$ cat src/rtl/usr_shift_ctrl.sv
// Command sequencer for a universal shift register: takes LOAD/SHL/SHR/ROTL
// commands over valid/ready and drives mode select, serial and parallel data.
module usr_shift_ctrl #(
  parameter int unsigned WIDTH = 4,
  parameter int unsigned CNT_W = 3
) (
  input  logic             i_clk,
  input  logic             i_rst,
  input  logic             i_cmd_valid,
  output logic             o_cmd_ready,
  input  logic [1:0]       i_cmd_op,
  input  logic [CNT_W-1:0] i_cmd_cnt,
  input  logic [WIDTH-1:0] i_cmd_data,
  input  logic             i_abort,
  input  logic [WIDTH-1:0] i_q,
  output logic [1:0]       o_sel,
  output logic             o_sdi,
  output logic [WIDTH-1:0] o_par,
  output logic             o_busy,
  output logic             o_done
);

  localparam int unsigned IDX_W = (WIDTH > 1) ? $clog2(WIDTH) : 1;
  localparam int unsigned K_W   = CNT_W + 1;

  localparam logic [1:0] OP_LOAD  = 2'b00;
  localparam logic [1:0] OP_SHR   = 2'b10;
  localparam logic [1:0] OP_ROTL  = 2'b11;
  localparam logic [1:0] SEL_HOLD = 2'b00;
  localparam logic [1:0] SEL_UP   = 2'b01;
  localparam logic [1:0] SEL_DOWN = 2'b10;
  localparam logic [1:0] SEL_LOAD = 2'b11;

  typedef enum logic [1:0] {
    S_IDLE  = 2'b00,
    S_LOAD  = 2'b01,
    S_SHIFT = 2'b10
  } state_t;

  state_t           state_q;
  logic [CNT_W-1:0] cnt_q;
  logic [CNT_W-1:0] idx_q;
  logic [WIDTH-1:0] data_q;
  logic [1:0]       sel_q;
  logic             sdi_q;
  logic             rot_q;
  logic [WIDTH-1:0] par_q;
  logic             busy_q;
  logic             done_q;

  logic             accept_c;
  logic [K_W-1:0]   k_next_c;
  logic             last_c;
  logic             sdi_next_c;
  logic             unused_c;

  // Next bit index; a zero count makes the first (bookkeeping) cycle the last one.
  assign accept_c   = i_cmd_valid & o_cmd_ready;
  assign k_next_c   = K_W'(idx_q) + K_W'(1);
  assign last_c     = (k_next_c >= K_W'(cnt_q));
  assign sdi_next_c = (k_next_c < K_W'(WIDTH)) ? data_q[k_next_c[IDX_W-1:0]] : 1'b0;
  assign unused_c   = ^i_q[WIDTH-2:0];

  always_ff @(posedge i_clk or posedge i_rst) begin
    if (i_rst) begin
      state_q <= S_IDLE;
      cnt_q   <= '0;
      idx_q   <= '0;
      data_q  <= '0;
      sel_q   <= SEL_HOLD;
      sdi_q   <= 1'b0;
      rot_q   <= 1'b0;
      par_q   <= '0;
      busy_q  <= 1'b0;
      done_q  <= 1'b0;
    end else begin
      done_q <= 1'b0;
      case (state_q)
        S_IDLE: begin
          if (accept_c) begin
            data_q <= i_cmd_data;
            cnt_q  <= i_cmd_cnt;
            idx_q  <= '0;
            busy_q <= 1'b1;
            if (i_cmd_op == OP_LOAD) begin
              state_q <= S_LOAD;
              sel_q   <= SEL_LOAD;
              par_q   <= i_cmd_data;
            end else begin
              state_q <= S_SHIFT;
              if (i_cmd_cnt == '0) begin
                sel_q <= SEL_HOLD;
                sdi_q <= 1'b0;
                rot_q <= 1'b0;
              end else begin
                sel_q <= (i_cmd_op == OP_SHR) ? SEL_DOWN : SEL_UP;
                sdi_q <= (i_cmd_op == OP_ROTL) ? 1'b0 : i_cmd_data[0];
                rot_q <= (i_cmd_op == OP_ROTL);
              end
            end
          end
        end
        S_LOAD: begin
          state_q <= S_IDLE;
          sel_q   <= SEL_HOLD;
          busy_q  <= 1'b0;
          done_q  <= ~i_abort;
        end
        S_SHIFT: begin
          if (i_abort || last_c) begin
            state_q <= S_IDLE;
            sel_q   <= SEL_HOLD;
            sdi_q   <= 1'b0;
            rot_q   <= 1'b0;
            idx_q   <= '0;
            busy_q  <= 1'b0;
            done_q  <= ~i_abort;
          end else begin
            idx_q <= idx_q + CNT_W'(1);
            sdi_q <= sdi_next_c;
          end
        end
        default: begin
          state_q <= S_IDLE;
          sel_q   <= SEL_HOLD;
          sdi_q   <= 1'b0;
          rot_q   <= 1'b0;
          busy_q  <= 1'b0;
        end
      endcase
    end
  end

  // Rotate feeds the register's own MSB back without an extra cycle of latency.
  assign o_sdi       = rot_q ? i_q[WIDTH-1] : sdi_q;
  assign o_cmd_ready = ~busy_q & ~i_rst;
  assign o_sel       = sel_q;
  assign o_par       = par_q;
  assign o_busy      = busy_q;
  assign o_done      = done_q;

endmodule
$ cat config.mk
export PLATFORM = sky130hd
export DESIGN_NAME = usr_shift_ctrl
export DESIGN_NICKNAME = d
export VERILOG_FILES = /design/src/rtl/usr_shift_ctrl.sv
export SDC_FILE = /design/constraint.sdc
export NUM_CORES = 1
export LEC_CHECK = 0
export ABC_AREA = 1
export CORE_MARGIN = 5
export CORE_UTILIZATION = 49
export DETAILED_ROUTE_END_ITERATION = 7
export PLACE_DENSITY = 0.83
export SLEW_MARGIN = 20
export SYNTH_ARGS = -nofsm -noshare
export SYNTH_HDL_FRONTEND = slang
export SYNTH_SLANG_ARGS = --single-unit
$ cat constraint.sdc
create_clock -name i_clk -period 2.38 [get_ports i_clk]
set_input_delay 0.476 -clock i_clk [delete_from_list [all_inputs] [get_ports i_clk]]
set_output_delay 0.476 -clock i_clk [all_outputs]
set_load 0.01 [all_outputs]
==> metrics.txt, run 1 <==
ant diodes 0; Die Ht 59.2 µm; global-route wire length before repair 4340 µm; largest net degree at the start of global routing 23; Placement Setup Slack 0.296 ns; IO buf count 23; syn_area_per_cell 8.19 µm²; Reg-to-Reg Start idx_q[0]$_DFFE_PP0P_; core footprint approximately 0.0023 mm²; Setup TNS 0 ns; share of cells above drive strength 1 9.36%; Post-Syn Nets about 170; CTS tree done; Final period util 87.2%; Num CTS Buffers 3; WP data arrival 1.60 ns; Crit. Startpoint i_q[3]; CP max FO 1; Setup Skew 0.00200 ns; die area between 0.003 and 0.004 mm²; Min-Delay Path Class reg -> reg; Worst Hold Depth 2; final setup fails 0; most common cell after layout, fill and taps aside nand2_1; CP Data Required Time ~1.9 ns; Hold Crit Endpoint o_sel[0]$_DFFE_PP0P_; startpoint types input port; Core Rows 17; initial core utilization 52.7%; largest area contributor in the netlist dfrtp_1; via count 1030; initial antenna violation count 0; crit path kind in -> out; DRT Pass-1 Iters 4; max-slew violation count 0; Final Critical Period 2.08 ns; part of the Yosys area used for sequential elements about 46%; DRT antenna net count 0; clock slew at reported path FFs 0.11 ns; relative slew slack 79.3%; cells taking the most area after synthesis dfrtp_1, nand2_1, ha_1; Remaining DRCs 0; final net count 197; peak supply drop 0.682 mV; post-DR wirelength/cell 12.3 µm; I/O pins 27; status completed; max-cap violations 0; share of the synthesized area in the top cell type a little under half; Reg2Reg Depth 9; Detailed Route WL around 2400 µm; H-tree levels 1; clock latency on the worst-skew pair roughly 0.3 ns; GP Congestion roughly 0.83; Final Hold Viols 0; vias per cell 5.18; grt total ovfl 0; commonest cells after routing, fill and taps aside nand2_1, clkdlybuf4s50_1, dfrtp_1; P_leak 0.704 nW; Fmax 482 MHz; YS warnings 0; Reg2Reg Setup Slack about 0.42 ns; Die W ~59 µm; Worst Tran Pin Value between 0.3 and 0.4 ns; RSZ-0062 raised after global routing false; R2R Path End o_sel[1]$_DFFE_PP0P_; Netlist Area Pre-Place between 0.001 and 0.0015 mm²; worst hold start o_sel[0]$_DFFE_PP0P_; CTS root buf clkbuf_4; CTS sink count 22; pwr/cell area 1060 mW/mm²; total track usage between 10% and 20%; setup ws final between 0.3 and 0.4 ns; endpoint type of the worst setup path output pin; Post-CTS Setup Inserts 0; Gate Count Post-Synth 145; post-DP HPWL 1930 µm; CTS max path bufs 2; Layout area overhead 24.2%; # resized after CTS 0; CTS Hold Bufs 0; number of global-route vias before repair 1048; FF+latch count, synth 22; synth unique cells 28; 1st-iter DRT viols 33
## worst max-delay path, cell delays in order
cell and delay [ns]:
clkdlybuf4s50_1 0.46, nand2_1 0.04, o21ai_0 0.07, clkdlybuf4s50_1 0.56
## flip-flops by register name, indices dropped and copies added, names as in the netlist
register	flops
state_q	2
o_par	4
data_q	4
o_sel	2
rot_q	1
idx_q	3
o_done	1
o_busy	1
sdi_q	1
cnt_q	3
## how the worst max path moves through the flow
stage / to / slack [ns] / cells past startpoint
2_1_floorplan: state_q[1]$_DFFE_PP0P_ / 0.72 / 9
3_3_place_gp: o_sdi / 0.31 / 4
3_5_place_dp: o_sdi / 0.30 / 4
4_1_cts: o_sdi / 0.29 / 4
5_1_grt: o_sel[1]$_DFFE_PP0P_ / 0.18 / 9
6_report: o_sdi / 0.30 / 4
## area by class of cell
type / instances / area, µm²
fill: 209 / 779
tap: 28 / 35.0
timing repair buffer: 24 / 238
clock buffer: 3 / 22.5
sequential: 22 / 551
inverter: 22 / 85.1
multi-input combinational: 100 / 544
## routing by layer
| layer | GRT usage, % | vias to the layer above | routed length, µm |
|---|---|---|---|
| met2 | 28.1 | 25 | 1220 |
| met1 | 19.3 | 488 | 1090 |
| met5 | 0 | - | 0 |
| li1 | - | 513 | - |
| met4 | 7.77 | 0 | 43 |
| met3 | 2.18 | 4 | 84 |
## stage by stage
step | hold WS, ns | util [%] | cell area [µm²] | total power (W) | std cells
2_1_floorplan | 0.448 | - | 1190 | 0.00113 | 145
3_3_place_gp | 0.464 | 64.4 | 1450 | 0.00137 | 196
3_5_place_dp | 0.476 | 64.4 | 1450 | 0.00141 | 196
4_1_cts | 0.505 | 65.4 | 1480 | 0.00158 | 199
5_1_grt | 0.538 | 65.4 | 1480 | 0.00173 | 199
6_report | 0.503 | 65.4 | 1480 | 0.00157 | 199
## kinds of logic after synthesis
group | after synthesis | synth area share, %
AND/OR/NAND/NOR | 66 | 24.6
AO/OA/AOI/OAI | 26 | 13.2
buffers and inverters | 23 | 7.80
flip-flops | 22 | 46.4
adder cells (fa/ha/maj) | 7 | 7.38
XOR/XNOR | 1 | 0.738
## cells in the mapped netlist
cell type and n:
a21oi_1 2, a31o_2 1, and3b_1 1, buf_4 1
dfrtp_1 22, ha_1 7, inv_1 20, inv_2 1
inv_4 1, nand2_1 47, nand2_2 1, nand3_1 2
nand3_2 1, nand3b_1 1, nand4_1 1, nor2_1 5
nor2_2 3, nor2_4 1, nor3_1 1, o21ai_0 15
o21ai_1 2, o21ai_2 1, o21ai_4 1, o21bai_1 2
o22ai_1 2, or2_1 1, or2_2 1, xor2_1 1
## where the power goes
group	switching, W	leakage (nW)	internal, W
Sequential	0.0000754	0.285	0.000522
Combinational	0.000462	0.406	0.000346
Clock	0.000105	0.0138	0.0000590
Power figures use the tool's default switching activity.
==> run 2: changes to the inputs <==
--- a/config.mk
+++ b/config.mk
@@ -7,9 +7,10 @@
 export LEC_CHECK = 0
 export ABC_AREA = 1
 export CORE_MARGIN = 5
-export CORE_UTILIZATION = 49
+export CORE_UTILIZATION = 59
 export DETAILED_ROUTE_END_ITERATION = 7
-export PLACE_DENSITY = 0.83
+export DONT_BUFFER_PORTS = 1
+export PLACE_DENSITY = 0.8
 export SLEW_MARGIN = 20
 export SYNTH_ARGS = -nofsm -noshare
 export SYNTH_HDL_FRONTEND = slang
==> run 2 against run 1 <==
  * Clock power grew 24%
  * Utilization shrank 1.1 points
  * Combinational power fell by 25%
  * Total power shrank 8.4%
  * Register-to-register slack gained 0.07 ns
  * Count of clock-buffer cells in the layout is 1 higher
  * Critical endpoint is now o_sel[0]$_DFFE_PP0P_
  * Largest cell class unchanged
  * Largest power group is now registers
==> metrics.txt, run 2 (same netlist as run 1, synthesis figures left out) <==
DP Cell Count 171 (-13%); clock slew at reported path FFs 0.12 ns (about the same); final net count 173 (-12%); die area 0.00301 mm² (-14%); CTS Hold Bufs 0 (unchanged); Remaining DRCs 0 (unchanged); R2R Path End o_sel[0]$_DFFE_PP0P_; Reg-to-Reg Start idx_q[0]$_DFFE_PP0P_; total track usage 17.6% (+1.5 points); pwr/cell area 1150 mW/mm² (+8.1%); I/O pins 27 (unchanged); placed instance area 0.00121 mm² (-16%); # resized after CTS 0 (unchanged); post-DP HPWL 1670 µm (-13%); via count 872 (-15%); crit path kind reg -> reg; GP Congestion 0.848 (+2.1%); share of cells above drive strength 1 10.8% (+1.5 points); Num CTS Buffers 3 (unchanged); Layout area overhead 5.27%; core footprint 0.00194 mm² (-14%); post-DR wirelength/cell 11.8 µm (-3.7%); vias per cell 4.98 (-3.7%); non-filler cells, final 175 (-12%); ant diodes 0 (unchanged); number of global-route vias before repair 883 (-16%); setup ws final 0.490 ns (+0.187 ns); Setup TNS 0 ns (unchanged); Min-Delay Path Class in -> async; Reg2Reg Setup Slack 0.49 ns (+0.07 ns); Fmax 529 MHz (+9.9%); initial core utilization 61.1% (+8.5 points); grt total ovfl 0 (unchanged); Setup Skew 0.0116 ns (+0.00964 ns); commonest cells after routing, fill and taps aside nand2_1, dfrtp_1, inv_1; Detailed Route WL 2070 µm (-15%); RSZ-0062 raised after global routing false; CTS max path bufs 2 (unchanged); Final Critical Period 1.89 ns (-0.187 ns); Core Rows 16 (-1); CTS sink count 22 (unchanged); max-cap violations 0 (unchanged); 1st-iter DRT viols 19 (-42%); initial antenna violation count 0 (unchanged); startpoint types register; WP data arrival 2.13 ns (+0.53 ns); Die W 54.9 µm (-7.4%); status completed; Post-CTS Setup Inserts 0 (unchanged); CP max FO 7 (+6); Final Hold Viols 0 (unchanged); Reg2Reg Depth 9 (unchanged); post-route design area 0.00125 mm² (-15%); relative slew slack 45.7% (-34 points); Placement Setup Slack 0.488 ns (+0.192 ns); largest net degree at the start of global routing 23 (unchanged); CTS root buf clkbuf_4; DRT antenna net count 0 (unchanged); CP Data Required Time 2.62 ns (+0.72 ns); final setup fails 0 (unchanged); H-tree levels 1 (unchanged); DRT Pass-1 Iters 4 (unchanged); Fill cells 178 (-15%); Final Hold Slack 0.195 ns (-0.308 ns); Final period util 79.4% (-7.8 points); max-slew violation count 0 (unchanged); Worst Tran Pin Value 0.814 ns (+0.505 ns); CTS tree done; Die Ht 54.9 µm (-7.4%); endpoint type of the worst setup path register; IO buf count 0 (-100%); P_leak 0.619 nW (-12%); most common cell after layout, fill and taps aside nand2_1; peak supply drop 0.778 mV (+14%); global-route wire length before repair 3690 µm (-15%); clock latency on the worst-skew pair 0.31 ns (about the same)
## run 2: cell count changes in the layout (fill, tap and decap cells not counted)
cell             previous run  this run
clkbuf_8                    0         1
buf_4                       1         0
clkdlybuf4s50_1            23         0
## run 2: power by group
part	total, W	leakage (nW)	switching (W)	internal, W
sequential	0.000633	0.285	0.000110	0.000522
clock	0.000203	0.0210	0.000110	0.0000934
combinational	0.000603	0.314	0.000386	0.000216
## run 2: how the worst max path moves through the flow
| stage | start | endpoint | slack (ns) | cells past startpoint |
|---|---|---|---|---|
| after floorplan | idx_q[0]$_DFFE_PP0P_ | state_q[1]$_DFFE_PP0P_ | 0.72 | 9 |
| after global placement | idx_q[0]$_DFFE_PP0P_ | o_sel[0]$_DFFE_PP0P_ | 0.53 | 9 |
| after detailed placement | idx_q[0]$_DFFE_PP0P_ | o_sel[0]$_DFFE_PP0P_ | 0.49 | 9 |
| after CTS | idx_q[0]$_DFFE_PP0P_ | o_sel[0]$_DFFE_PP0P_ | 0.47 | 9 |
| after global routing | idx_q[0]$_DFFE_PP0P_ | o_sel[0]$_DFFE_PP0P_ | 0.24 | 9 |
| final | idx_q[0]$_DFFE_PP0P_ | o_sel[0]$_DFFE_PP0P_ | 0.49 | 9 |
## run 2: through the flow
step / power (W) / util [%]
CTS: 0.00145 / 64.4
global route: 0.00160 / 64.4
floorplan: 0.00113 / -
finish: 0.00144 / 64.4
detailed placement: 0.00126 / 62.5
global placement: 0.00122 / 62.5
## run 2: final cells by class
type                            count  area (µm²)  share of cell area [%]
Sequential cell                    22         551                    44.0
Clock buffer                        4        36.3                    2.90
Inverter                           22        85.1                    6.81
Multi-Input combinational cell    100         544                    43.5
Tap cell                           27        33.8                    2.70
## run 2: per-layer routing
metal,track usage [%],up-vias,part of all wire (%)
met3,4.63,2,7.6
li1,-,466,-
met4,6.22,0,0.63
met1,23.4,385,44
met2,27.4,19,47
met5,0,-,0
## run 2: worst max-delay path: stages, from the launching register on
cell,delay [ns]
dfrtp_1,0.46
ha_1,0.37
ha_1,0.29
nand2_1,0.07
nand2_1,0.04
nand2_1,0.07
nand3_2,0.15
nand2_1,0.21
nand2_1,0.08
o21ai_0,0.08
==> run 3: changes to the inputs <==
==> constraint.sdc (replaced) <==
create_clock -name i_clk -period 1.82 [get_ports i_clk]
set_input_delay 0.364 -clock i_clk [delete_from_list [all_inputs] [get_ports i_clk]]
set_output_delay 0.364 -clock i_clk [all_outputs]
set_load 0.01 [all_outputs]
==> run 3 against run 2 <==
  * Largest cell class is now multi-input combinational cells
  * Count of clock-buffer cells in the layout did not move
  * Non-clock buffer count rose by 6
  * Largest power group is now combinational cells
  * Worst setup slack worse by 0.34 ns
==> metrics.txt, run 3 (same netlist as run 1, synthesis figures left out) <==
vias per cell 5.22 (+4.8%); number of global-route vias before repair 921 (+4.3%); Final Hold Viols 0 (unchanged); initial core utilization 61.1% (unchanged); max-cap violations 0 (unchanged); via count 945 (+8.4%); Crit path max-delay family flip-flops; max-slew violation count 0 (unchanged); CTS sink count 22 (unchanged); final net count 179 (+3.5%); Clock Power Share 13.2% (-0.9 points); post-route design area 0.00134 mm² (+6.8%); Setup TNS 0 ns (unchanged); H-tree levels 1 (unchanged); Worst Tran Pin Value 0.367 ns (-0.447 ns); Num CTS Buffers 3 (unchanged); clock slew at reported path FFs 0.12 ns (about the same); largest net degree at the start of global routing 23 (unchanged); commonest cells after routing, fill and taps aside nand2_1, dfrtp_1, inv_1; global-route wire length before repair 3890 µm (+5.4%); CP Data Required Time 2.05 ns (-0.57 ns); final setup fails 0 (unchanged); IO buf count 0 (unchanged); GP Congestion 0.875 (+3.2%); initial antenna violation count 0 (unchanged); CTS tree done; P_leak 0.647 nW (+4.4%); post-layout util 68.8% (+4.4 points); status completed; most common cell after layout, fill and taps aside nand2_1; Reg power frac 41.3% (-2.7 points); DRT Pass-1 Iters 4 (unchanged); post-DR wirelength/cell 12.3 µm (+4.2%); CP max FO 5 (-2); Core Rows 16 (unchanged); core footprint 0.00194 mm² (unchanged); Die Ht 54.9 µm (unchanged); relative slew slack 75.3% (+30 points); Final Hold Slack 0.107 ns (-0.0886 ns); Switching Share 42.1% (about the same); Final Critical Period 1.67 ns (-0.224 ns); RSZ-0062 raised after global routing false; CTS root buf clkbuf_4; Final period util 91.5% (+12 points); Min-Delay Path Class in -> reg; Logic pwr share 45.5% (+3.6 points); crit path cell chain ha_4 -> xor2_2 -> ha_1 -> o21bai_1 -> inv_1 -> nand3_4 -> buf_4 -> o22ai_1; total track usage 18.3% (+0.70 points); endpoint type of the worst setup path register; I/O pins 27 (unchanged); 1st-iter DRT viols 21 (+2); startpoint types register; ant diodes 0 (unchanged); Setup Skew 0.00620 ns (-0.00545 ns); CP max-delay cell dfrtp_1; placed instance area 0.00125 mm² (+3.1%); Remaining DRCs 0 (unchanged); Int Pwr 0.00116 W (+39%); Die W 54.9 µm (unchanged); grt total ovfl 0 (unchanged); crit-path max cell delay 0.43 ns (-0.03 ns); Fmax 601 MHz (+13%); clock latency on the worst-skew pair 0.30 ns (about the same); peak supply drop 0.931 mV (+20%); P_sw 0.000844 W (+39%); die area 0.00301 mm² (unchanged); pwr/cell area 1500 mW/mm² (+30%); post-DP HPWL 1790 µm (+6.8%); WP data arrival 1.90 ns (-0.23 ns); Layout area overhead 12.4%; crit path kind reg -> reg; CTS max path bufs 2 (unchanged); CP bufs+invs 2 (+2); share of cells above drive strength 1 16.2% (+5.4 points); Detailed Route WL 2230 µm (+7.7%); DRT antenna net count 0 (unchanged)
[run 3: cell count changes in the layout (fill, tap and decap cells not counted), sizes merged]
cell,delta
buf,+5
dlygate4sd3,+1
[run 3: final timing paths]
check | from | depth (start not counted) | to | slack [ns]
setup / recovery | idx_q[0]$_DFFE_PP0P_ | 8 | idx_q[2]$_DFFE_PP0P_ | 0.15
hold / removal | i_abort | 1 | o_done$_DFF_PP0_ | 0.11
setup reg to reg | idx_q[0]$_DFFE_PP0P_ | 8 | idx_q[2]$_DFFE_PP0P_ | 0.15
hold reg to reg | cnt_q[0]$_DFFE_PP0P_ | 2 | cnt_q[0]$_DFFE_PP0P_ | 0.50
max in group asynchronous | i_rst | 3 | data_q[3]$_DFFE_PP0P_ | 1.08
min in group asynchronous | i_rst | 3 | state_q[0]$_DFFE_PP0P_ | 0.52
[run 3: metal layers]
layer / share of wire, % / track usage (%)
met5: 0 / 0
met4: 1.1 / 4.98
met3: 7.1 / 4.63
met2: 48 / 31.1
met1: 44 / 22.8
[run 3: stage by stage]
stage | std cells | setup WS [ns] | total power (W)
after floorplan | 145 | 0.156 | 0.00148
final | 181 | 0.155 | 0.00200
after detailed placement | 176 | 0.0871 | 0.00170
after global routing | 181 | 0.0236 | 0.00220
after global placement | 176 | 0.121 | 0.00165
after CTS | 181 | 0.0501 | 0.00197
[run 3: power groups by stage]
stage          clock network (W)  logic (W)  registers [W]
3_3_place_gp                   0   0.000827       0.000826
6_report                0.000265   0.000911       0.000826
4_1_cts                 0.000270   0.000873       0.000824
3_5_place_dp                   0   0.000868       0.000833
2_1_floorplan                  0   0.000664       0.000811
5_1_grt                 0.000289    0.00106       0.000852
[run 3: repair_timing]
item,in CTS,in global routing
gates resized for setup,0,7
endpoints found under the hold margin,22,0
setup endpoints to repair,0,10
buffers inserted,0,0
hold buffers,1,0
[run 3: cell type report]
cell class / instances / area (µm²)
Tap cell: 27 / 33.8
Inverter: 22 / 85.1
Sequential cell: 22 / 551
Timing Repair Buffer: 6 / 47.5
Fill cell: 153 / 607
Multi-Input combinational cell: 100 / 582
Clock buffer: 4 / 36.3
